File: config.mk
export PLATFORM = sky130hd
export DESIGN_NAME = ns_auth_monitor
export DESIGN_NICKNAME = d
export VERILOG_FILES = /design/src/rtl/ns_auth_monitor.sv
export SDC_FILE = /design/constraint.sdc
export NUM_CORES = 1
export LEC_CHECK = 0
export CORE_MARGIN = 1.5
export CORE_UTILIZATION = 42
export CTS_CLUSTER_SIZE = 24
export DETAILED_ROUTE_END_ITERATION = 10
export GPL_TIMING_DRIVEN = 0
export PLACE_DENSITY = 0.78
export SETUP_SLACK_MARGIN = 0.1
export SLEW_MARGIN = 20
export SYNTH_ARGS = -nofsm -noshare
export SYNTH_HDL_FRONTEND = slang
export SYNTH_SLANG_ARGS = --single-unit
File: constraint.sdc
create_clock -name clock -period 2.88 [get_ports clock]
set_input_delay 0.576 -clock clock [delete_from_list [all_inputs] [get_ports clock]]
set_output_delay 0.576 -clock clock [all_outputs]
set_load 0.02 [all_outputs]
File: src/rtl/ns_auth_monitor.sv
// Passive observer for the Needham-Schroeder-Lowe model: tracks runs and partners
// from net traffic and commit events, and flags authentication and secrecy violations.
module ns_auth_monitor #(
    parameter int NUM_INITIATORS = 2,
    parameter int NUM_RESPONDERS = 2,
    parameter int NUM_INTRUDERS  = 1,
    parameter int MSB            = 2,
    parameter int CNT_W          = 8
) (
    input  logic             clock,
    input  logic             reset_n,
    input  logic             msg_valid,
    input  logic [MSB:0]     msg_source,
    input  logic [MSB:0]     msg_dest,
    input  logic [MSB:0]     msg_key,
    input  logic [1:0]       msg_type,
    input  logic [MSB:0]     msg_nonce1,
    input  logic [MSB:0]     msg_nonce2,
    input  logic [MSB:0]     msg_address,
    input  logic             commit_valid,
    input  logic [MSB:0]     commit_agent,
    input  logic [MSB:0]     commit_partner,
    output logic             auth_fail,
    output logic             secrecy_fail,
    output logic [1:0]       fail_code,
    output logic [MSB:0]     fail_agent,
    output logic [CNT_W-1:0] msg_count,
    output logic [1:0]       mon_state
);

    localparam int NUM_HONEST = NUM_INITIATORS + NUM_RESPONDERS;
    localparam int NUM_AGENTS = NUM_HONEST + NUM_INTRUDERS;

    typedef enum logic [1:0] {IDLE = 2'd0, RUN = 2'd1, FAIL = 2'd2} state_t;

    function automatic logic [MSB:0] agentId(input int k);
        return k[MSB:0];
    endfunction

    function automatic logic inRange(input logic [MSB:0] id);
        return int'(id) < NUM_AGENTS;
    endfunction

    function automatic logic isInit(input logic [MSB:0] id);
        return int'(id) < NUM_INITIATORS;
    endfunction

    function automatic logic isResp(input logic [MSB:0] id);
        return int'(id) >= NUM_INITIATORS && int'(id) < NUM_HONEST;
    endfunction

    function automatic logic isIntruder(input logic [MSB:0] id);
        return int'(id) >= NUM_HONEST && int'(id) < NUM_AGENTS;
    endfunction

    state_t                                        state_q;
    logic [NUM_INITIATORS-1:0][NUM_AGENTS-1:0]     started_q;
    logic [NUM_INITIATORS-1:0][MSB:0]              iPartner_q;
    logic [NUM_INITIATORS-1:0]                     ipv_q;
    logic [NUM_RESPONDERS-1:0][MSB:0]              rPartner_q;
    logic [NUM_RESPONDERS-1:0]                     rpv_q;
    logic [NUM_RESPONDERS-1:0]                     sentNna_q;
    logic [NUM_HONEST-1:0]                         leaked_q;
    logic [CNT_W-1:0]                              msgCount_q;
    logic                                          authFail_q;
    logic                                          secFail_q;
    logic [1:0]                                    failCode_q;
    logic [MSB:0]                                  failAgent_q;

    logic         msgOk;
    logic         commitOk;
    logic         authViolation;
    logic         secViolation;
    logic [MSB:0] secAgent;

    // A message or commit carrying any out-of-range ID is dropped entirely.
    assign msgOk = msg_valid && (msg_type != 2'd0) && inRange(msg_source) &&
                   inRange(msg_dest) && inRange(msg_key) && inRange(msg_nonce1) &&
                   inRange(msg_nonce2) && inRange(msg_address);
    assign commitOk = commit_valid && inRange(commit_agent) && inRange(commit_partner) &&
                      !isIntruder(commit_agent);

    always_comb begin
        authViolation = 1'b0;
        if (commitOk) begin
            if (state_q == IDLE) begin
                authViolation = 1'b1;
            end else if (isResp(commit_agent) && isInit(commit_partner)) begin
                for (int i = 0; i < NUM_INITIATORS; i++)
                    for (int p = NUM_INITIATORS; p < NUM_HONEST; p++)
                        if (commit_partner == agentId(i) && commit_agent == agentId(p) &&
                            !started_q[i][p])
                            authViolation = 1'b1;
            end else if (isInit(commit_agent) && isResp(commit_partner)) begin
                for (int r = 0; r < NUM_RESPONDERS; r++)
                    if (commit_partner == agentId(NUM_INITIATORS + r) &&
                        (!sentNna_q[r] || rPartner_q[r] != commit_agent))
                        authViolation = 1'b1;
            end
        end
    end

    // Scan from the highest honest ID down so the lowest leaked ID is reported.
    always_comb begin
        secViolation = 1'b0;
        secAgent     = '0;
        for (int r = NUM_RESPONDERS - 1; r >= 0; r--)
            if (leaked_q[NUM_INITIATORS + r] && rpv_q[r] && !isIntruder(rPartner_q[r])) begin
                secViolation = 1'b1;
                secAgent     = agentId(NUM_INITIATORS + r);
            end
        for (int i = NUM_INITIATORS - 1; i >= 0; i--)
            if (leaked_q[i] && ipv_q[i] && !isIntruder(iPartner_q[i])) begin
                secViolation = 1'b1;
                secAgent     = agentId(i);
            end
    end

    always_ff @(posedge clock or negedge reset_n) begin
        if (!reset_n) begin
            started_q  <= '0;
            iPartner_q <= '0;
            ipv_q      <= '0;
            rPartner_q <= '0;
            rpv_q      <= '0;
            sentNna_q  <= '0;
            leaked_q   <= '0;
            msgCount_q <= '0;
        end else if (msgOk) begin
            if (msgCount_q != '1)
                msgCount_q <= msgCount_q + CNT_W'(1);
            if (msg_type == 2'd1 && msg_nonce1 == msg_source)
                for (int i = 0; i < NUM_INITIATORS; i++)
                    if (msg_source == agentId(i)) begin
                        for (int p = 0; p < NUM_AGENTS; p++)
                            if (msg_dest == agentId(p))
                                started_q[i][p] <= 1'b1;
                        iPartner_q[i] <= msg_dest;
                        ipv_q[i]      <= 1'b1;
                    end
            if (msg_type == 2'd2)
                for (int r = 0; r < NUM_RESPONDERS; r++)
                    if (msg_source == agentId(NUM_INITIATORS + r)) begin
                        rPartner_q[r] <= msg_dest;
                        rpv_q[r]      <= 1'b1;
                        sentNna_q[r]  <= 1'b1;
                    end
            if (isIntruder(msg_key) && !isIntruder(msg_source))
                for (int n = 0; n < NUM_HONEST; n++)
                    if (msg_nonce1 == agentId(n) || (msg_type == 2'd2 && msg_nonce2 == agentId(n)))
                        leaked_q[n] <= 1'b1;
        end
    end

    always_ff @(posedge clock or negedge reset_n) begin
        if (!reset_n) begin
            state_q     <= IDLE;
            authFail_q  <= 1'b0;
            secFail_q   <= 1'b0;
            failCode_q  <= 2'b00;
            failAgent_q <= '0;
        end else begin
            if (authViolation) authFail_q <= 1'b1;
            if (secViolation)  secFail_q  <= 1'b1;
            case (state_q)
                IDLE, RUN: begin
                    if (authViolation || secViolation) begin
                        state_q     <= FAIL;
                        failCode_q  <= {secViolation, authViolation};
                        failAgent_q <= authViolation ? commit_agent : secAgent;
                    end else if (msgOk) begin
                        state_q <= RUN;
                    end
                end
                default: state_q <= FAIL;
            endcase
        end
    end

    assign auth_fail    = authFail_q;
    assign secrecy_fail = secFail_q;
    assign fail_code    = failCode_q;
    assign fail_agent   = failAgent_q;
    assign msg_count    = msgCount_q;
    assign mon_state    = state_q;

endmodule

==> impl_metrics.env <==
export IMPL_status="finished clean"
export IMPL_pwr_share_seq_pct=52.7
export IMPL_maxSlewViolCount=0
export IMPL_fin_skew_ns=0.00926
export IMPL_switching_share_pct=25.8
export IMPL_fp_row_count=25
export IMPL_htreeDepth=2
export IMPL_synth_top_area_cell="dfrtp_1"
export IMPL_grt_pass1_wl_mm=6.60
export IMPL_reg2reg_depth=5
export IMPL_synth_edf_count=0
export IMPL_port_buffers=46
export IMPL_pwr_share_clk_pct=29.9
export IMPL_drc=0
export IMPL_gp_congestion=0.796
export IMPL_final_area_um2=2650
export IMPL_antenna_found_initial=0
export IMPL_cts_setup_buffers=0
export IMPL_crit_path_end_kind="flip-flop"
export IMPL_cts_tree="built"
export IMPL_synth_area_leaders="dfrtp_1 (51%), mux2_2 (7.2%), xnor2_1 (4.8%)"
export IMPL_fmax_mhz=392
export IMPL_die_h_um=72.4
export IMPL_totalPowerFinal_mw=1.19
export IMPL_tightest_slew_ns=0.504
export IMPL_p_int_uw=885
export IMPL_relSlewSlack_pct=66.2
export IMPL_min_period_ns=2.55
export IMPL_synth_avg_cell_area_um2=11.8
export IMPL_cts_hold_buf=0
export IMPL_io_pins=47
export IMPL_ys_ff_latch=41
export IMPL_post_route_cells_drive_above_1_share_pct=13.7
export IMPL_clkTransAtPathRegs_ns=0.08
export IMPL_clockRootBuffer="clkbuf_8"
export IMPL_hold_violations=0
export IMPL_cp_arrival_ns=2.72
export IMPL_grt_pass1_vias=1454
export IMPL_clock_sinks=41
export IMPL_finalWorstSetupSlack_ns=0.332
export IMPL_path_max_fanout=7
export IMPL_final_common_cell="clkdlybuf4s50_1"
export IMPL_worstPathCellList="clkdlybuf4s50_1 > o21ai_0 > nand4_1 > nor3_1 > nand3_1 > mux2_2"
export IMPL_netlist_area_leader_share_pct=50.7
export IMPL_ys_seq_area_share_pct=50.7
export IMPL_n_antenna_cell=0
export IMPL_p_leak_nw=1.14
export IMPL_nets=256
export IMPL_grt_usage_pct=16.3
export IMPL_reg2reg_from="msg_count[0]"
export IMPL_cts_made_buffers=5
export IMPL_synth_async_reset_ratio_pct=100
export IMPL_routed_wl_mm=4.13
export IMPL_setup_violations=0
export IMPL_fillers=420
export IMPL_wire_per_inst_um=14.7
export IMPL_pre_cts_ws_ns=0.00211
export IMPL_startpoint_type="input port"
export IMPL_ys_flop_type="dfrtp_1"
export IMPL_hpwlAfterDp_mm=3.17
export IMPL_placed_area_um2=2570
export IMPL_final_antenna_net_count=0
export IMPL_core_area_um2=4690
export IMPL_gr_total_overflow=0
export IMPL_netlist_area_um2=2020
export IMPL_synthToLayoutAreaGrowth_pct=30.8
export IMPL_final_cell_mix="clkdlybuf4s50_1 (45), dfrtp_1 (41), mux2_2 (13), xnor2_1 (11), o21ai_0 (10)"
export IMPL_cp_required_ns=3.05
export IMPL_cpMaxStageDelayCell="clkdlybuf4s50_1"
export IMPL_syn_num_nets=202
export IMPL_dr_first_iter_drc_count=103
export IMPL_period_share_pct=88.5
export IMPL_yosysWarnings=0
export IMPL_synthDistinctLibCells=46
export IMPL_r2r_slack_ns=0.97
export IMPL_syn_inst=171
export IMPL_rsz0062_at_grt="false"
export IMPL_timing_rr_end="msg_count[1]"
export IMPL_crit_start="msg_dest[1]"
export IMPL_grt_max_degree=33
export IMPL_initial_utilization_pct=43.1
export IMPL_die_area_um2=5250
export IMPL_maxCapViolations=0
export IMPL_crit_type="in -> reg"
export IMPL_die_w_um=72.4
export IMPL_cts_resized_gates=0
export IMPL_power_switching_uw=308
export IMPL_slowest_delay_ns=0.55
export IMPL_comb_power_share_pct=17.3
export IMPL_insertion_delay_ns=0.29
export IMPL_clockBufferDepth=2
export IMPL_num_vias=1557
export IMPL_first_pass_iters=5
export IMPL_cellPowerDensity_nw_per_um2=451
export IMPL_min_delay_path_class="in -> async"
export IMPL_irDropWorstVdd_mv=0.324
export IMPL_setup_tns_ns=0
export IMPL_post_drt_via_cell_ratio=5.56
export IMPL_whs_ns=0.141
==> sequential cells by signal, summed over array words and instances (netlist names) <==
| signal | flops |
|---|---|
| ipv_q | 2 |
| iPartner_q | 6 |
| started_q | 4 |
| secrecy_fail | 1 |
| rPartner_q | 6 |
| fail_agent | 3 |
| mon_state | 2 |
| auth_fail | 1 |
| sentNna_q | 1 |
| leaked_q | 4 |
| rpv_q | 1 |
| fail_code | 2 |
| msg_count | 8 |
==> power by group through the flow <==
stage | logic [mW] | clock network [mW] | registers, mW
after floorplan | 0.0648 | 0 | 0.659
after global placement | 0.202 | 0 | 0.638
after detailed placement | 0.208 | 0 | 0.639
after CTS | 0.210 | 0.365 | 0.629
after global routing | 0.225 | 0.394 | 0.632
final | 0.207 | 0.357 | 0.629
==> layer usage <==
| layer | global-route usage, % | vias up | wire length (µm) | part of all wire (%) |
|---|---|---|---|---|
| met5 | 0 | - | 0 | 0 |
| li1 | - | 747 | - | - |
| met3 | 4.31 | 4 | 173 | 4.2 |
| met4 | 3.14 | 0 | 27 | 0.65 |
| met1 | 22.8 | 776 | 1950 | 47 |
| met2 | 26.0 | 30 | 1980 | 48 |
==> through the flow <==
step / utilization [%] / instances
6_report: 56.4 / 280
4_1_cts: 56.4 / 280
3_3_place_gp: 54.4 / 271
2_1_floorplan: - / 171
3_5_place_dp: 54.7 / 272
5_1_grt: 56.4 / 280
==> layout make-up <==
cell class,instances,area (µm²),share of cell area (%)
sequential,41,1030,38.8
tap,54,67.6,2.55
inverter,3,11.3,0.425
multi-input combinational,127,987,37.3
clock buffer,8,80.1,3.02
timing repair buffer,47,475,18.0
==> worst max-delay path, delay by kind of cell <==
| kind | cells | cell delay, ns |
|---|---|---|
| simple gates | 3 | 0.98 |
| buf+inv | 1 | 0.55 |
| mux | 1 | 0.36 |
| compound gates | 1 | 0.26 |
==> synth_stat cells, types with 3 or more instances <==
cell	n
and3_1	4
dfrtp_1	41
inv_1	3
mux2_2	13
nand2_1	9
nand2b_1	6
nand3_1	4
nand4_1	8
nor2_1	6
nor2b_1	4
o21ai_0	10
o21bai_1	7
or2b_1	3
or3b_2	3
xnor2_1	11
==> how the worst max path moves through the flow <==
stage,endpoint,slack (ns),cells after the start
final,iPartner_q[0],0.33,6
after global routing,iPartner_q[0],0.20,6
after CTS,iPartner_q[0],0.32,6
after detailed placement,iPartner_q[0],0.002,6
after global placement,iPartner_q[1],0.05,6
after floorplan,fail_agent[0],0.98,5
==> logic make-up after synthesis <==
group           count (synthesis)  share of synthesized area [%]
buf+inv                         3                          0.556
fa+ha+maj                       1                          0.618
compound gates                 37                           14.8
flops                          41                           50.7
mux                            16                           9.33
xor+xnor                       13                           5.62
simple gates                   60                           18.4
(Power assumes the default switching activity.)
